## src/rtl/oc8051_xdata_if.sv

```systemverilog
// External data memory (MOVX) bus interface for the oc8051 core.
// Issues one strobed bus transaction per request and waits for ack, or gives up after TIMEOUT cycles.
module oc8051_xdata_if #(
    parameter int unsigned TIMEOUT = 15
) (
    input  logic        clk,
    input  logic        rst,
    input  logic [7:0]  dptr_hi,
    input  logic [7:0]  dptr_lo,
    input  logic [7:0]  ri,
    input  logic [7:0]  p2,
    input  logic        sel,
    input  logic        rd,
    input  logic        wr,
    input  logic [7:0]  wdat,
    output logic [7:0]  rdat,
    output logic        stall,
    output logic        done,
    output logic        err,
    output logic [15:0] ext_addr,
    output logic [7:0]  ext_dat_o,
    output logic        ext_we,
    output logic        ext_stb,
    input  logic [7:0]  ext_dat_i,
    input  logic        ext_ack
);

    localparam logic [1:0] IDLE = 2'd0;
    localparam logic [1:0] BUS  = 2'd1;
    localparam logic [1:0] DONE = 2'd2;

    // Last unacknowledged BUS cycle before the transaction is abandoned.
    localparam logic [7:0] TO_LAST = 8'(TIMEOUT - 1);

    logic [1:0] state;
    logic [7:0] cnt;

    always_ff @(posedge clk) begin
        if (rst) begin
            state     <= IDLE;
            rdat      <= '0;
            ext_addr  <= '0;
            ext_dat_o <= '0;
            ext_we    <= 1'b0;
            cnt       <= '0;
            err       <= 1'b0;
        end else begin
            case (state)
                IDLE: begin
                    err <= 1'b0;
                    if (rd || wr) begin
                        ext_addr  <= sel ? {p2, ri} : {dptr_hi, dptr_lo};
                        ext_dat_o <= wdat;
                        ext_we    <= wr;
                        cnt       <= '0;
                        state     <= BUS;
                    end
                end
                BUS: begin
                    // Ack is checked first so an ack on the timeout cycle completes normally.
                    if (ext_ack) begin
                        if (!ext_we)
                            rdat <= ext_dat_i;
                        state <= DONE;
                    end else if (cnt == TO_LAST) begin
                        if (!ext_we)
                            rdat <= 8'hFF;
                        err   <= 1'b1;
                        state <= DONE;
                    end else begin
                        cnt <= cnt + 8'd1;
                    end
                end
                DONE: begin
                    err   <= 1'b0;
                    state <= IDLE;
                end
                default: begin
                    err   <= 1'b0;
                    state <= IDLE;
                end
            endcase
        end
    end

    assign ext_stb = (state == BUS);
    assign done    = (state == DONE);

    always_comb begin
        stall = 1'b0;
        if (!rst)
            stall = (state == BUS) || ((state == IDLE) && (rd || wr));
    end

endmodule

```

## config.mk

```make
export PLATFORM = sky130hd
export DESIGN_NAME = oc8051_xdata_if
export DESIGN_NICKNAME = d
export VERILOG_FILES = /design/src/rtl/oc8051_xdata_if.sv
export SDC_FILE = /design/constraint.sdc
export NUM_CORES = 1
export LEC_CHECK = 0
export CELL_PAD_IN_SITES_DETAIL_PLACEMENT = 0
export CELL_PAD_IN_SITES_GLOBAL_PLACEMENT = 1
export CORE_UTILIZATION = 31
export DETAILED_ROUTE_END_ITERATION = 6
export PLACE_DENSITY_LB_ADDON = 0.3
export SLEW_MARGIN = 20
export SYNTH_ARGS = -nofsm -noshare
export SYNTH_HDL_FRONTEND = slang
export SYNTH_SLANG_ARGS = --single-unit
```

## constraint.sdc

```tcl
create_clock -name clk -period 2.75 [get_ports clk]
set_input_delay 0.4125 -clock clk [delete_from_list [all_inputs] [get_ports clk]]
set_output_delay 0.4125 -clock clk [all_outputs]
set_load 0.005 [all_outputs]
```

==> flow_summary_export.csv <==
group,metric,value,unit
status,outcome,"finished, final reports clean",
floorplan,die_h,80.0,um
power,clkPwrFrac,0.273,
floorplan,io_pins,91,
drt,vias,1782,
drt,ant_nets,0,
power,intPower,1070,uW
timing,maxSlewHeadroom,0.619,
logic_synthesis,synth-seq-cells,44,
power,power_density,493,mW/mm^2
logic_synthesis,synth_ff_type,"dfxtp_1",
power,p_leak,0.00109,uW
worst_setup_path,critPathMaxStageDelay,0.52,ns
cts,clkLatencyLatePin,0.29,ns
cts,htree_num_levels,2,
global_routing,overflow,0,
placed_design,pre_cts_ws,0.561,ns
worst_setup_path,crit_path_cell_trace,"nand2b_1, a21oi_1, clkdlybuf4s50_1",
final_layout,fill_cells,589,
drt,drtIter0Drc,56,
power,ir_worst_vdd,0.209,mV
cts,post_cts_resized,0,
floorplan,start_util,0.321,
worst_setup_path,crit_path_max_fanout,13,
logic_synthesis,synth-seq-area-share,0.467,
worst_setup_path,critical-path-top-delay-family,"buffers and inverters",
drt,drc_errors,0,
global_routing,antenna_found_initial,0,
timing,final_hold_viol_count,0,
placed_design,place_hpwl,3340,um
timing,rsz0062_at_grt,"no",
logic_synthesis,yosysWarningCount,0,
logic_synthesis,synth_compound_area_frac,0.218,
power,sw_frac_of_total,0.264,
cts,cts_buffers,5,
power,seqPwrFrac,0.491,
drt,firstDrtPassIters,4,
logic_synthesis,synth_area,0.00189,mm^2
worst_setup_path,worstSetupPathType,"register to output port",
run,maxCapViolations,0,
floorplan,die-width,80.0,um
logic_synthesis,syn_area_per_cell,9.30,um^2
worst_setup_path,cp_slowest_cell,"clkdlybuf4s50_1",
timing,skew,0.00580,ns
drt,avgViaCountPerCell,4.86,
power,comb_power_share,0.236,
timing,hold_slack,0.458,ns
logic_synthesis,synthAdderAreaFrac,0.0133,
cts,cts-root-buf,"clkbuf_8",
logic_synthesis,yosysTopAreaCell,"dfxtp_1",
worst_setup_path,cp.required,2.34,ns
final_layout,final_nets,347,
global_routing,grt_pass1_vias,1727,
cts,tritoncts,"yes",
worst_setup_path,startpoint_type,"register",
timing,setup_viol,0,
final_layout,post-route-util,0.501,
floorplan,row_count,28,
cts,cts_sinks,44,
worst_hold_path,min_path_type,"register to register",
cts,cts.hold.buffers_added,0,
drt,drt-total-wl,4630,um
placed_design,portBuffers,90,
final_layout,drive_above_1_share,0.0582,
timing,fin_crit,2.24,ns
power,finalPower,1450,uW
timing,period_share,0.814,
logic_synthesis,synth_top_area_frac,0.467,
worst_setup_path,arrival,1.83,ns
worst_setup_path,critPathBufInv,1,
final_layout,insertedDiodeCount,0,
global_routing,track_usage,0.154,
cts,path_clk_slew,0.09,ns
final_layout,synthToLayoutAreaGrowth,56.3,%
floorplan,dieArea,0.00641,mm^2
logic_synthesis,synth_common_cells,"dfxtp_1 (44), nand2_1 (23), nor2_1 (21), a211oi_1 (16), mux2i_1 (16)",
logic_synthesis,synthTopCellsByArea,"dfxtp_1 (47%), mux2i_1 (8.5%), a211oi_1 (6.4%), o221a_1 (4.8%), nand2_1 (4.6%)",
final_layout,final-seq-area,881,um^2
logic_synthesis,synth_xor_area_frac,0,
power,p_switching,384,uW
global_routing,grt_max_degree,41,
timing,max_slew.worst_pin.slew,0.571,ns
cts,post_cts_buffers,0,
logic_synthesis,syn_nets,259,
placed_design,gp_congestion,0.735,
drt,avgRoutedWirePerCell,12.6,um
logic_synthesis,async_reset_ff_frac,0,
timing,fmax,447,MHz
timing,report.final.slew_viol_count,0,
final_layout,multi_input_area,920,um^2
timing,layout_setup_ws,0.512,ns
logic_synthesis,synth_edf_count,0,
logic_synthesis,synth.distinct_cells,35,
logic_synthesis,syn_inst,203,
logic_synthesis,synthMostInstantiatedCell,"dfxtp_1",
timing,setup_tns,0,ns
logic_synthesis,synth_top_family_by_area,"compound AO/OA/AOI/OAI gates",
floorplan,core_area,0.00589,mm^2
worst_setup_path,end_kind,"output port",
logic_synthesis,synthMuxAreaShare,0.0848,
global_routing,grt_pass1_wl,7650,um
logic_synthesis,synthSimpleGateAreaFrac,0.171,
cts,ctsLongestPathBuffers,2,
state kept, by name, summed over array words and instances (netlist names):
name,count
ext_dat_o,8
ext_addr,16
ext_we,1
cnt,8
rdat,8
err,1
state,2
metal layers:
layer	up-vias	track usage	share of wire
met5	-	0	0
met4	0	0.0482	0.0091
met1	792	0.186	0.45
met2	74	0.240	0.43
li1	912	-	-
met3	4	0.0743	0.11
path summary, 6_finish.rpt:
path / startpoint / end / slack [ns] / depth (start not counted)
max: state[1] / stall / 0.51 / 3
min: ext_dat_o[0] / ext_dat_o[0] / 0.46 / 2
max reg2reg: cnt[0] / rdat[2] / 0.98 / 6
min reg2reg: ext_dat_o[0] / ext_dat_o[0] / 0.46 / 2
logic make-up after synthesis:
| kind of cell | count (synthesis) |
|---|---|
| buffers and inverters | 21 |
| and+or+nand+nor | 66 |
| DFF | 44 |
| AOI/OAI and AO/OA | 54 |
| muxes | 16 |
| adders and majority gates | 2 |
metrics by stage:
| step | instances | area [um^2] |
|---|---|---|
| floorplan | 203 | 1890 |
| global placement | 359 | 2860 |
| detailed placement | 359 | 2860 |
| CTS | 367 | 2950 |
| global route | 367 | 2950 |
| finish | 367 | 2950 |
power groups by stage:
stage	Clock (uW)	Combinational [uW]	Sequential, uW
after floorplan	0	136	730
after global placement	0	347	726
after detailed placement	0	348	727
after CTS	417	349	714
after global routing	437	380	721
final	397	343	713
tightest hold or removal path, cell delays in order, from the launching register on:
cell and delay [ns]:
dfxtp_1 0.32, nand2_1 0.05, a21oi_1 0.05
cells in the final DEF (no fill, tap or decap), types with 3 or more instances in the layout:
cell type	netlist	final
clkbuf_8	0	5
nand2_1	23	23
o221a_1	8	8
nor2_1	21	21
buf_4	0	6
nand3_1	4	4
inv_1	5	5
nor3_1	7	7
mux2i_1	16	16
a211oi_1	16	16
o21ai_0	3	3
dfxtp_1	44	44
clkdlybuf4s50_1	0	90
o211ai_1	3	3
a21oi_1	12	12
layout make-up:
cell class	instances	share of cell area
Clock buffer	5	0.0233
Clock inverter	3	0.00636
Inverter	6	0.00763
Multi-Input combinational cell	138	0.312
Sequential cell	44	0.299
Tap cell	75	0.0318
Timing Repair Buffer	96	0.321
(Power assumes the default switching activity.)
